<file path="config.mk">
export PLATFORM = sky130hd
export DESIGN_NAME = sbox_seq_ctrl_flat
export DESIGN_NICKNAME = d
export VERILOG_FILES = /design/src/rtl/des_pkg.sv /design/src/rtl/sbox_seq_ctrl_if.sv /design/src/rtl/sbox_sel.sv /design/src/rtl/sbox_seq_ctrl.sv /design/src/flat_wrapper.sv
export SDC_FILE = /design/constraint.sdc
export NUM_CORES = 1
export LEC_CHECK = 0
export ABC_AREA = 1
export BUFFER_PORTS_ARGS = -buffer_cell sky130_fd_sc_hd__buf_2
export CAP_MARGIN = 5
export CORE_MARGIN = 8
export CORE_UTILIZATION = 45
export CTS_CLUSTER_DIAMETER = 40
export DETAILED_ROUTE_END_ITERATION = 6
export PLACE_DENSITY = 0.68
export RECOVER_POWER = 25
export SYNTH_ARGS = -nofsm -noshare
export SYNTH_HDL_FRONTEND = slang
export SYNTH_SLANG_ARGS = --single-unit
export TNS_END_PERCENT = 100
</file>
<file path="constraint.sdc">
create_clock -name clk -period 6.2 [get_ports clk]
set_input_delay 0.93 -clock clk [delete_from_list [all_inputs] [get_ports clk]]
set_output_delay 0.93 -clock clk [all_outputs]
set_load 0.01 [all_outputs]
</file>
<file path="src/rtl/des_pkg.sv">
// des_pkg: shared DES S-layer widths, sequencer state type and S-box tables.
package des_pkg;

    localparam int unsigned SBOX_IN_W    = 6;
    localparam int unsigned SBOX_OUT_W   = 4;
    localparam int unsigned NUM_SBOX     = 8;
    localparam int unsigned SLAYER_IN_W  = 48;
    localparam int unsigned SLAYER_OUT_W = 32;
    localparam int unsigned SBOX_TBL_W   = 64 * SBOX_OUT_W;

    typedef enum logic [1:0] {
        StIdle,
        StRun,
        StDrain,
        StDone
    } sbox_seq_state_t;

    // Entry (row*16 + col) sits at nibble [255-4*entry -: 4]; rows are 16-nibble groups.
    localparam logic [SBOX_TBL_W-1:0] SBOX_TBL [NUM_SBOX] = '{
        256'hE4D12FB83A6C5907_0F74E2D1A6CB9538_41E8D62BFC973A50_FC8249175B3EA06D,
        256'hF18E6B34972DC05A_3D47F28EC01A69B5_0E7BA4D158C6932F_D8A13F42B67C05E9,
        256'hA09E63F51DC7B428_D70934A6285ECBF1_D6498F30B12C5AE7_1AD069874FE3B52C,
        256'h7DE3069A1285BC4F_D8B56F03472C1AE9_A690CB7DF13E5284_3F06A1D8945BC72E,
        256'h2C417AB6853FD0E9_EB2C47D150FA3986_421BAD78F9C5630E_B8C71E2D6F09A453,
        256'hC1AF92680D34E75B_AF427C9561DE0B38_9EF528C3704A1DB6_432C95FABE17608D,
        256'h4B2EF08D3C975A61_D0B7491AE35C2F86_14BDC37EAF680592_6BD814A7950FE23C,
        256'hD2846FB1A93E50C7_1FD8A374C56B0E92_7B419CE206ADF358_21E74A8DFC90356B
    };

    // Row = {b5,b0}, column = b4..b1, folded into a flat table address.
    function automatic logic [SBOX_IN_W-1:0] sbox_addr(input logic [SBOX_IN_W-1:0] chunk);
        return {chunk[5], chunk[0], chunk[4:1]};
    endfunction

endpackage

</file>
<file path="src/rtl/sbox_seq_ctrl_if.sv">
// sbox_seq_ctrl_if: valid/ready input and output channels of the S-layer sequencer.
interface sbox_seq_ctrl_if;
    import des_pkg::*;

    logic                    in_valid;
    logic                    in_ready;
    logic [SLAYER_IN_W-1:0]  in_data;
    logic                    out_valid;
    logic                    out_ready;
    logic [SLAYER_OUT_W-1:0] out_data;

    modport master (
        output in_valid,
        output in_data,
        input  in_ready,
        input  out_valid,
        input  out_data,
        output out_ready
    );

    modport slave (
        input  in_valid,
        input  in_data,
        output in_ready,
        output out_valid,
        output out_data,
        input  out_ready
    );

endinterface

</file>
<file path="src/rtl/sbox_sel.sv">
// sbox_sel: combinational lookup of one 6-bit chunk through S-box number idx (0 = S1).
module sbox_sel
    import des_pkg::*;
(
    input  logic [2:0]            idx,
    input  logic [SBOX_IN_W-1:0]  chunk,
    output logic [SBOX_OUT_W-1:0] res
);

    logic [SBOX_IN_W-1:0]  addr;
    logic [SBOX_OUT_W-1:0] box_res [NUM_SBOX];

    assign addr = sbox_addr(chunk);

    for (genvar b = 0; b < NUM_SBOX; b++) begin : g_box
        assign box_res[b] = SBOX_TBL[b][SBOX_OUT_W * (63 - addr) +: SBOX_OUT_W];
    end

    assign res = box_res[idx];

endmodule

</file>
<file path="src/rtl/sbox_seq_ctrl.sv">
// sbox_seq_ctrl: time-multiplexed DES S-layer; one S-box per cycle, or two per cycle when
// SBOX_PAR2_EN is defined. PIPE_IN registers the lookup operands (adds a DRAIN cycle).
module sbox_seq_ctrl
    import des_pkg::*;
#(
    parameter int unsigned PIPE_IN = 0
) (
    input  logic           clk,
    input  logic           rst_n,
    input  logic           flush,
    output logic           busy,
    sbox_seq_ctrl_if.slave bus
);

`ifdef SBOX_PAR2_EN
    localparam int unsigned Lanes = 2;
`else
    localparam int unsigned Lanes = 1;
`endif
    localparam logic [2:0] LastIdx = 3'(NUM_SBOX - Lanes);

    sbox_seq_state_t         state_q;
    logic [SLAYER_IN_W-1:0]  cap_q;
    logic [2:0]              idx_q;
    logic [SLAYER_OUT_W-1:0] out_data_q;
    logic                    out_valid_q;

    logic [2:0]            sel_idx   [Lanes];
    logic [SBOX_IN_W-1:0]  sel_chunk [Lanes];
    logic [2:0]            lk_idx    [Lanes];
    logic [SBOX_IN_W-1:0]  lk_chunk  [Lanes];
    logic [SBOX_OUT_W-1:0] lk_res    [Lanes];
    logic                  lk_we;
    logic                  accept;

    always_comb begin
        for (int unsigned l = 0; l < Lanes; l++) begin
            sel_idx[l]   = idx_q + 3'(l);
            sel_chunk[l] = cap_q[SLAYER_IN_W - 1 - SBOX_IN_W * sel_idx[l] -: SBOX_IN_W];
        end
    end

    if (PIPE_IN != 0) begin : g_pipe
        logic [2:0]           pipe_idx_q   [Lanes];
        logic [SBOX_IN_W-1:0] pipe_chunk_q [Lanes];
        logic                 pipe_vld_q;

        always_ff @(posedge clk or negedge rst_n) begin
            if (!rst_n) begin
                pipe_vld_q <= 1'b0;
                for (int unsigned l = 0; l < Lanes; l++) begin
                    pipe_idx_q[l]   <= '0;
                    pipe_chunk_q[l] <= '0;
                end
            end else begin
                pipe_vld_q <= (state_q == StRun) && !flush;
                for (int unsigned l = 0; l < Lanes; l++) begin
                    pipe_idx_q[l]   <= sel_idx[l];
                    pipe_chunk_q[l] <= sel_chunk[l];
                end
            end
        end

        always_comb begin
            lk_we = pipe_vld_q;
            for (int unsigned l = 0; l < Lanes; l++) begin
                lk_idx[l]   = pipe_idx_q[l];
                lk_chunk[l] = pipe_chunk_q[l];
            end
        end
    end else begin : g_nopipe
        always_comb begin
            lk_we = (state_q == StRun);
            for (int unsigned l = 0; l < Lanes; l++) begin
                lk_idx[l]   = sel_idx[l];
                lk_chunk[l] = sel_chunk[l];
            end
        end
    end

    for (genvar l = 0; l < Lanes; l++) begin : g_lane
        sbox_sel u_sbox_sel (
            .idx   (lk_idx[l]),
            .chunk (lk_chunk[l]),
            .res   (lk_res[l])
        );
    end

    // A result taken in DONE frees the block on the same edge, so ready follows out_ready.
    assign bus.in_ready  = !flush &&
                           ((state_q == StIdle) || ((state_q == StDone) && bus.out_ready));
    assign accept        = bus.in_valid && bus.in_ready;
    assign bus.out_valid = out_valid_q;
    assign bus.out_data  = out_data_q;
    assign busy          = (state_q != StIdle);

    always_ff @(posedge clk or negedge rst_n) begin
        if (!rst_n) begin
            state_q     <= StIdle;
            cap_q       <= '0;
            idx_q       <= '0;
            out_data_q  <= '0;
            out_valid_q <= 1'b0;
        end else if (flush) begin
            state_q     <= StIdle;
            cap_q       <= '0;
            idx_q       <= '0;
            out_data_q  <= '0;
            out_valid_q <= 1'b0;
        end else begin
            if (lk_we) begin
                for (int unsigned l = 0; l < Lanes; l++) begin
                    out_data_q[SLAYER_OUT_W - 1 - SBOX_OUT_W * lk_idx[l] -: SBOX_OUT_W] <= lk_res[l];
                end
            end
            case (state_q)
                StIdle: begin
                    if (accept) begin
                        state_q    <= StRun;
                        cap_q      <= bus.in_data;
                        idx_q      <= '0;
                        out_data_q <= '0;
                    end
                end
                StRun: begin
                    if (idx_q == LastIdx) begin
                        state_q     <= (PIPE_IN != 0) ? StDrain : StDone;
                        out_valid_q <= (PIPE_IN == 0);
                    end else begin
                        idx_q <= idx_q + 3'(Lanes);
                    end
                end
                StDrain: begin
                    state_q     <= StDone;
                    out_valid_q <= 1'b1;
                end
                StDone: begin
                    if (bus.out_ready) begin
                        out_valid_q <= 1'b0;
                        if (accept) begin
                            state_q    <= StRun;
                            cap_q      <= bus.in_data;
                            idx_q      <= '0;
                            out_data_q <= '0;
                        end else begin
                            state_q <= StIdle;
                        end
                    end
                end
                default: state_q <= StIdle;
            endcase
        end
    end

endmodule

</file>
<file path="src/flat_wrapper.sv">
// flat-port wrapper written by rule: the top's interface ports become plain ports
module sbox_seq_ctrl_flat import des_pkg::*;
#(
    parameter int unsigned PIPE_IN = 0
)
  (clk, rst_n, flush, busy, bus_in_valid, bus_in_data, bus_in_ready, bus_out_valid, bus_out_data, bus_out_ready);
  sbox_seq_ctrl_if bus_i ();
  input  logic clk;
  input  logic rst_n;
  input  logic flush;
  output logic busy;
  input wire logic [$bits(bus_i.in_valid)-1:0] bus_in_valid;
  input wire logic [$bits(bus_i.in_data)-1:0] bus_in_data;
  output wire logic [$bits(bus_i.in_ready)-1:0] bus_in_ready;
  output wire logic [$bits(bus_i.out_valid)-1:0] bus_out_valid;
  output wire logic [$bits(bus_i.out_data)-1:0] bus_out_data;
  input wire logic [$bits(bus_i.out_ready)-1:0] bus_out_ready;
  assign bus_i.in_valid = bus_in_valid;
  assign bus_i.in_data = bus_in_data;
  assign bus_in_ready = bus_i.in_ready;
  assign bus_out_valid = bus_i.out_valid;
  assign bus_out_data = bus_i.out_data;
  assign bus_i.out_ready = bus_out_ready;
  sbox_seq_ctrl #(.PIPE_IN(PIPE_IN)) u_core (.clk(clk), .rst_n(rst_n), .flush(flush), .busy(busy), .bus(bus_i));
endmodule
</file>
# Word-level counts from Yosys, hierarchy flattened
# Cells that the tools add are included.
[classes]
mul = 1
n_reduce_logical = 14
n_lt_le_gt_ge = 1
n_mux = 28
eq_ne = 8
n_addsub = 5
n_div = 0
n_bitwise = 1
shifts = 11
[op_table]
columns = ["cell", "n"]
rows = [
  ["256-bit by 33-bit variable part select with 4-bit output, first input constant", 8],
  ["48-bit two-way mux", 3],
  ["32-bit two-way mux", 4],
  ["48-bit one-hot mux with 2 select lines", 1],
  ["32-bit one-hot mux with 2 select lines", 1],
  ["53-bit by 33-bit variable part select with 6-bit output", 1],
  ["4-bit by 34-bit variable shift with 35-bit output, first input constant", 1],
  ["4-bit by 34-bit variable part select with 35-bit output", 1],
  ["32-bit negation with 34-bit output", 1],
  ["32-bit bitwise mux", 1],
  ["6-bit by 6-bit subtractor with 7-bit output, first input constant", 2],
  ["4-bit binary-select mux with 3-bit select", 1],
  ["3-bit two-way mux", 4],
  ["3-bit != test, second input constant", 3],
  ["3-bit one-hot mux with 3 select lines", 1],
  ["3-bit AND reduction", 3],
  ["2-bit two-way mux", 4],
  ["4-bit two-way mux", 2],
  ["2-bit one-hot mux with 4 select lines", 1],
  ["4-bit nonzero test", 2],
  ["5-bit by 5-bit subtractor with 6-bit output, first input constant", 1],
  ["2-bit by 3-bit multiplier with 5-bit output, first input constant", 1],
  ["2-bit == test, second input constant", 2],
  ["4-bit greater-or-equal comparator, second input constant", 1],
  ["14 further kinds", 19],
]
[totals]
reg_bits = 86
inputBits = 53
n_memories = 0
ramBits = 0
mem_bits_ro = 0
out_inout_bits = 35
latch_bits = 0
word_cells = 74

# Depth between registers and ports, before layout
# Gate-level depths: netlist of the first run.
[depth]
depth_word = 15
ltp_mapped = 41
ltp_nobuf = 35

# Hierarchy
# Synthesis of the first run repeated with hierarchy kept, for this count alone.
[unflattened]
hier_cells = 1342
area_unflattened_um2 = 8084.0
[modules_own_cells]
columns = ["module", "instances", "cells_per_inst", "area_per_inst_um2", "seq_area_each_um2"]
rows = [
  ["sbox_seq_ctrl", 1, 772, 5485.3, 2152.1],
  ["sbox_sel", 1, 570, 2598.7, 0.0],
]

# Worst setup path before layout of the first run
# OpenSTA, ideal clock, no wires.
[synth_path]
path_kind = "flip-flop to flip-flop"
start = "reg u_core.idx_q[1]"
end = "reg u_core.out_data_q[8], in the netlist u_core.bus.out_data[8]"
setup_ns = 0.144
setup_slack_ns = 1.228
n_path_buf = 8
t_required_ns = 6.056
synth_period_minus_slack_ns = 4.972
path_stages_with_launch = 38
arrival_time_ns = 4.828
path_cell_list = "dfrtp_1 -> clkbuf_1 -> inv_1 -> buf_2 -> buf_2 -> fa_1 -> nand2_1 -> nand2_1 -> inv_2 -> ha_1 -> inv_2 -> buf_4 -> buf_2 -> a21oi_1 -> nor2_1 -> nor2_1 -> nand2_1 -> nand2_1 -> (+2 left out) -> buf_6 -> inv_1 -> ha_1 -> clkbuf_1 -> inv_1 -> nand3_1 -> buf_2 -> nand3_1 -> nand2_1 -> inv_1 -> a21oi_1 -> nand2_1 -> nand3_1 -> nand3_1 -> nand3_1 -> nand2_2 -> nand3_1 -> a21oi_1"
[synth_between]
elab_chain_cells = 15
elab_cells_between_ends = 26
cone_classes = "4 x add/sub; 1 x mul; 11 x shift; 9 x mux; 1 x bitwise"
[synth_rtl]
columns = ["element", "line_no", "text"]
rows = [
  ["start, declared", "sbox_seq_ctrl.sv:24", "logic [2:0] idx_q;"],
  ["start signal, assigned", "sbox_seq_ctrl.sv:130", "idx_q <= idx_q + 3'(Lanes);"],
  ["2-bit by 3-bit multiplier with 5-bit output", "sbox_seq_ctrl.sv:39", "sel_chunk[l] = cap_q[SLAYER_IN_W - 1 - SBOX_IN_W * sel_idx[l] -: SBOX_IN_W];"],
  ["6-bit by 6-bit subtractor with 7-bit output", "sbox_seq_ctrl.sv:39", ""],
  ["53-bit by 33-bit variable part select with 6-bit output", "sbox_seq_ctrl.sv:39", ""],
  ["6-bit by 6-bit subtractor with 7-bit output", "sbox_sel.sv:16", "assign box_res[b] = SBOX_TBL[b][SBOX_OUT_W * (63 - addr) +: SBOX_OUT_W];"],
  ["256-bit by 33-bit variable part select with 4-bit output", "sbox_sel.sv:16", ""],
  ["4-bit binary-select mux with 3-bit select", "sbox_sel.sv:19", "assign res = box_res[idx];"],
  ["4-bit two-way mux (not written as such) (2 in a row)", "sbox_sel.sv:19", ""],
  ["4-bit by 34-bit variable part select with 35-bit output", "sbox_seq_ctrl.sv:113", "out_data_q[SLAYER_OUT_W - 1 - SBOX_OUT_W * lk_idx[l] -: SBOX_OUT_W] <= lk_res[l];"],
  ["32-bit bitwise mux *", "sbox_seq_ctrl.sv:113", ""],
  ["32-bit two-way mux *", "sbox_seq_ctrl.sv:111", "if (lk_we) begin"],
  ["32-bit two-way mux", "sbox_seq_ctrl.sv:118, sbox_seq_ctrl.sv:140", ""],
  ["32-bit two-way mux", "sbox_seq_ctrl.sv:138", "if (bus.out_ready) begin"],
  ["32-bit one-hot mux with 2 select lines *", "sbox_seq_ctrl.sv:116", "case (state_q)"],
  ["32-bit two-way mux *", "sbox_seq_ctrl.sv:104", "end else if (flush) begin"],
  ["end signal, assigned by index", "sbox_seq_ctrl.sv:113", ""],
  ["end, declared", "sbox_seq_ctrl.sv:25", "logic [SLAYER_OUT_W-1:0] out_data_q;"],
]
# Every way passes the cells marked *; elsewhere a longest branch is shown, timed or not. The select of a mux whose other input is x is not followed.
# A chain may end at the register's enable or synchronous reset.

# Worst setup path in the final report of the first run
[layout_path]
start = "reg u_core.idx_q[1]"
end = "reg u_core.out_data_q[26], in the netlist u_core.bus.out_data[26]"
# The elaborated chain is that of the path after synthesis.

==> results.py, run 1 <==
metrics = {
    "worst_setup_path": {
        "worstPathMaxFanout": 61,
        "startpoint": "u_core.idx_q[1]",
        "crit_slowest_cell": "dfrtp_2",
        "slowest_delay_ns": 0.51,
        "r2r_setup_slack_ns": 0.73,
        "cp-start-kind": "register",
        "criticalPathCategory": "register to register",
        "r2r-start": "u_core.idx_q[1]",
        "worst_path_most_repeated_cell": "nand2_1",
        "required_ns": 6.40,
        "arrival_ns": 5.67,
        "end_kind": "register",
    },
    "place": {
        "dp_hpwl_mm": 21.8,
        "port_buffers": 87,
        "gp_congestion": 0.992,
    },
    "detailed_routing": {
        "via_per_inst": 5.94,
        "drcViolationCount": 0,
        "drtPass1Iterations": 6,
        "ant_nets": 0,
        "finalWirelength_mm": 30.5,
        "drt-initial-drc-count": 1183,
        "via_count": 9426,
        "wl_per_cell_um": 19.2,
    },
    "timing": {
        "timing.fmax_mhz": 183,
        "tightestPinTransition_ns": 3.43,
        "timing.final.crit_period_ns": 5.47,
        "grt_setup_unrepaired": "false",
        "min_period_over_period": 0.882,
        "maxSlewViolCount": 65,
        "final.setup.tns_ns": 0,
        "hold_ws_ns": 0.514,
        "final.setup_skew_ns": 0.00731,
        "slew_headroom": -1.29,
        "hold_viol": 0,
        "setup_viol": 0,
    },
    "synthesis": {
        "ys_seq_area_frac": 0.261,
        "synth-edff-count": 0,
        "async_flop_share": 1.00,
        "postSynthNetCount": 1403,
        "yosys_most_used_dff": "dfrtp_1",
        "synthCells": 1329,
        "synth_area_sq_um": 8230,
        "syn_area_per_cell_sq_um": 6.19,
        "yosys_warnings": 0,
        "ys_ff_latch": 86,
        "synth.distinct_cells": 38,
    },
    "global_route": {
        "grt_pass1_wl_mm": 48.3,
        "overflow": 0,
        "grt_use_total": 0.267,
        "grt_max_degree": 97,
        "antenna_found_initial": 0,
        "first_global_vias": 8766,
    },
    "hold_path": {
        "hp-class": "register to register",
        "worstHoldStart": "u_core.bus.out_valid",
    },
    "clocking": {
        "cts_root_buf": "clkbuf_16",
        "path_clk_slew_ns": 0.07,
        "clk_latency_ns": 0.35,
        "cts_made_buffers": 9,
        "cts_buffer_depth": 2,
        "ctsHtreeMaxLevel": 3,
        "cts_tree": "done",
        "cts.sinks": 86,
        "cts_setup_buffers": 0,
    },
    "cells_and_area": {
        "ff_latch_area_sq_um": 2150,
        "multiInputGateArea_sq_um": 5110,
        "layout.nets": 1426,
        "final_cell_mix": "406 x nand3_1, 323 x nand2_1, 98 x o21ai_0",
        "drive_above_1_share": 0.134,
        "area_delta_synth_final_pct": 7.81,
        "diodes": 0,
        "nFillCells": 1904,
        "layout.cells.most_common": "nand3_1",
    },
    "status": {
        "status": "finished with violations",
        "violations": "capacitance limit, slew limit",
    },
    "die": {
        "die_h_um": 151,
        "initial_core_util": 0.458,
        "rows": 49,
        "core_sq_um": 18000,
        "io_pins": 88,
        "die_area_sq_um": 22900,
        "dieWidth_um": 151,
    },
    "flow_run": {
        "cap_violations": 1,
    },
}
==> sequential cells by signal, indices dropped and copies added, names as in the netlist <==
| name | flops |
|---|---|
| u_core.state_q | 2 |
| u_core.bus.out_valid | 1 |
| u_core.idx_q | 3 |
| u_core.bus.out_data | 32 |
| u_core.cap_q | 48 |
==> cell type report <==
cell class              instances  share of cell area
flip-flops and latches         86               0.243
inverters                     105              0.0450
clock inverters                 7             0.00902
well taps                     229              0.0323
clock buffers                   9              0.0254
repair buffers                110              0.0694
multi-input cells            1040               0.576
==> per-stage QoR <==
| stage | utilization | std cells | setup slack, ns | cell area, sq um |
|---|---|---|---|---|
| CTS | 0.494 | 1586 | 0.595 | 8870 |
| detailed placement | 0.477 | 1570 | 0.623 | 8570 |
| finish | 0.494 | 1586 | 0.733 | 8870 |
| global route | 0.494 | 1586 | 0.161 | 8870 |
| floorplan | - | 1329 | 1.23 | 8230 |
| global placement | 0.477 | 1570 | 0.697 | 8570 |
==> per-layer routing <==
layer  vias to the layer above  GRT usage  wire length [um]
li1                       4529          -                 -
met1                      4329      0.357             13100
met2                       475      0.404             13700
met3                        93     0.0487              2330
met4                         0      0.132              1380
met5                         -          0                 0
==> worst max-delay path: cells and delay by family (launching register included) <==
family,cells,cell delay [ns]
DFF,1,0.51
AOI/OAI and AO/OA,2,0.31
adders and majority gates,4,1.25
buffers and inverters,8,1.15
and+or+nand+nor,20,2.08
==> cell usage after synthesis (6+ instances only) <==
cell | n | share of area
nand4_1 | 16 | 0.012
nand3_1 | 407 | 0.25
inv_2 | 14 | 0.0064
nand3_2 | 6 | 0.0073
ha_1 | 20 | 0.030
buf_6 | 13 | 0.018
inv_1 | 87 | 0.040
clkbuf_1 | 26 | 0.012
buf_4 | 14 | 0.013
o21ai_1 | 9 | 0.0055
nand2_4 | 8 | 0.011
o21ai_0 | 98 | 0.060
buf_2 | 39 | 0.024
dfrtp_1 | 86 | 0.26
a21oi_1 | 61 | 0.037
nand2_2 | 15 | 0.011
nand2_1 | 323 | 0.15
nor2_1 | 47 | 0.021
==> cell families (layout without fill, tap and decap cells) <==
logic type,count (synthesis),count (layout),share of synthesized area
compound gates,184,184,0.118
fa+ha+maj,21,21,0.0328
buf+inv,203,231,0.119
flops,86,86,0.261
simple gates,835,835,0.468
==> path summary, 6_finish.rpt <==
| kind | endpoint | cells after the start |
|---|---|---|
| max reg2reg | u_core.bus.out_data[26] | 34 |
| min | u_core.bus.out_valid | 2 |
| min in group asynchronous | u_core.cap_q[36] | 1 |
| min reg2reg | u_core.bus.out_valid | 2 |
| max | u_core.bus.out_data[26] | 34 |
| max in group asynchronous | u_core.idx_q[0] | 2 |
==> timing repair <==
action                     CTS  global route
hold buffers                 0             0
hold endpoints to repair     0             0
resized for setup            0             2
setup endpoints to repair    0             2
Power of run 1 is not shown: default switching activity piles up to over one toggle a cycle in this logic, so the estimate is an artifact.
==> run 2: changes to the inputs <==
Settings changed: HOLD_SLACK_MARGIN set to 0.15, PLACE_DENSITY 0.68 to 0.7.
==> run 2 against run 1 <==
Via count decreased by 0.14%. Global-route usage down 1.6 points. The flow still finishes with violations (capacitance limit, slew limit). Routed wire length decreased by 5.7%. Sequential cell count stayed put. Final area shrank 0.23%. Critical path depth shrank 8. Clock skew grew 0.0045 ns. Worst hold slack better by 0.026 ns.
==> results.py, run 2 (synthesized netlist as in run 1, its figures left out) <==
metrics = {
    "worst_setup_path": {
        "criticalPathCategory": "register to register",
        "crit_family": "simple AND/OR/NAND/NOR gates",
        "cp_num_buf_inv": 5,
        "crit_slowest_cell": "dfrtp_1",
        "r2r-start": "u_core.idx_q[1]",
        "slowest_delay_ns": 0.61,
        "arrival_ns": 5.95,
        "worst_path_most_repeated_cell": "nand3_1",
        "cp-start-kind": "register",
        "cp.depth": 26,
        "worstRegToRegCells": 26,
        "worstReg2RegEnd": "u_core.bus.out_data[9]",
        "r2r_setup_slack_ns": 0.51,
        "end_kind": "register",
        "required_ns": 6.46,
        "worstPathMaxFanout": 31,
    },
    "die": {
        "die_h_um": 151,
        "io_pins": 88,
        "initial_core_util": 0.458,
        "rows": 49,
        "dieWidth_um": 151,
        "die_area_sq_um": 22900,
        "core_sq_um": 18000,
    },
    "clocking": {
        "cts_buffer_depth": 2,
        "cts_made_buffers": 9,
        "cts_root_buf": "clkbuf_16",
        "path_clk_slew_ns": 0.06,
        "cts_tree": "done",
        "cts.sinks": 86,
        "ctsHtreeMaxLevel": 3,
        "clk_latency_ns": 0.35,
    },
    "place": {
        "port_buffers": 87,
        "post-place-ws_ns": 0.506,
        "gp_congestion": 0.994,
        "placed_cell_area_sq_um": 8550,
        "dp_hpwl_mm": 20.6,
    },
    "cells_and_area": {
        "area_delta_synth_final_pct": 7.57,
        "largest_reg_flops": 48,
        "fin_area_sq_um": 8850,
        "nFillCells": 1876,
        "layout.nets": 1424,
        "diodes": 0,
        "final_core_util": 0.493,
        "final_cell_mix": "405 x nand3_1, 323 x nand2_1, 98 x o21ai_0",
        "layout.cells.most_common": "nand3_1",
        "top_register": "u_core.cap_q",
        "drive_above_1_share": 0.133,
    },
    "detailed_routing": {
        "via_per_inst": 5.94,
        "drcViolationCount": 0,
        "finalWirelength_mm": 28.8,
        "via_count": 9413,
        "ant_nets": 0,
        "wl_per_cell_um": 18.2,
        "drtPass1Iterations": 6,
        "drt-initial-drc-count": 1248,
    },
    "timing": {
        "timing.final.crit_period_ns": 5.69,
        "setup_slack_ns": 0.513,
        "hold_viol": 0,
        "min_period_over_period": 0.917,
        "timing.fmax_mhz": 176,
        "maxSlewViolCount": 66,
        "final.setup.tns_ns": 0,
        "tightestPinTransition_ns": 3.42,
        "slew_headroom": -1.28,
        "setup_viol": 0,
        "grt_setup_unrepaired": "false",
        "final.setup_skew_ns": 0.0118,
    },
    "global_route": {
        "antenna_found_initial": 0,
        "grt_pass1_wl_mm": 46.0,
        "grt_use_total": 0.251,
        "grt_max_degree": 97,
        "overflow": 0,
        "first_global_vias": 8619,
    },
    "flow_run": {
        "cap_violations": 1,
    },
    "hold_path": {
        "hp-class": "register to register",
        "worstHoldStart": "u_core.bus.out_data[16]",
        "whs_endpoint": "u_core.bus.out_data[16]",
        "hold_depth": 2,
    },
    "status": {
        "status": "finished with violations",
        "violations": "capacitance limit, slew limit",
    },
}
run 2: worst max path at each step:
stage               startpoint                      end  slack, ns
2_1_floorplan  u_core.idx_q[1]   u_core.bus.out_data[8]       1.23
6_report       u_core.idx_q[1]   u_core.bus.out_data[9]       0.51
3_5_place_dp   u_core.idx_q[1]  u_core.bus.out_data[10]       0.51
3_3_place_gp   u_core.idx_q[1]  u_core.bus.out_data[10]       0.49
5_1_grt        u_core.idx_q[1]   u_core.bus.out_data[9]       0.07
4_1_cts        u_core.idx_q[1]  u_core.bus.out_data[10]       0.49
run 2: final cells by class:
type                            instances  area, sq um  area share
Tap cell                              229          287      0.0324
Clock buffer                           10          239      0.0270
Multi-Input combinational cell       1040         5120       0.578
Clock inverter                          6         52.6     0.00594
Sequential cell                        86         2150       0.243
Timing Repair Buffer                  108          601      0.0678
Inverter                              105          404      0.0456
run 2: what timing repair did:
item	CTS	global route
gates resized for setup	0	4
setup buffers	0	0
endpoints found under the setup margin	0	24
hold buffers	0	0
run 2: through the flow:
step,std cells,hold WS (ns)
detailed placement,1568,0.511
global placement,1568,0.507
floorplan,1329,0.504
finish,1584,0.540
CTS,1584,0.460
global route,1584,0.554
run 2: metal layers:
metal	part of all wire	track usage	vias up	routed length [um]
li1	-	-	4527	-
met1	0.43	0.347	4263	12400
met3	0.091	0.0427	92	2630
met4	0.039	0.119	0	1130
met5	0	0	-	0
met2	0.44	0.372	531	12700
run 2: worst reg2reg max path: cells and delay by family (launching register included):
family / cells / cell delay [ns]
simple gates: 15 / 2.36
fa+ha+maj: 3 / 0.91
compound gates: 3 / 0.90
buf+inv: 5 / 0.83
flops: 1 / 0.61
Power of run 2 is left out for the same reason.
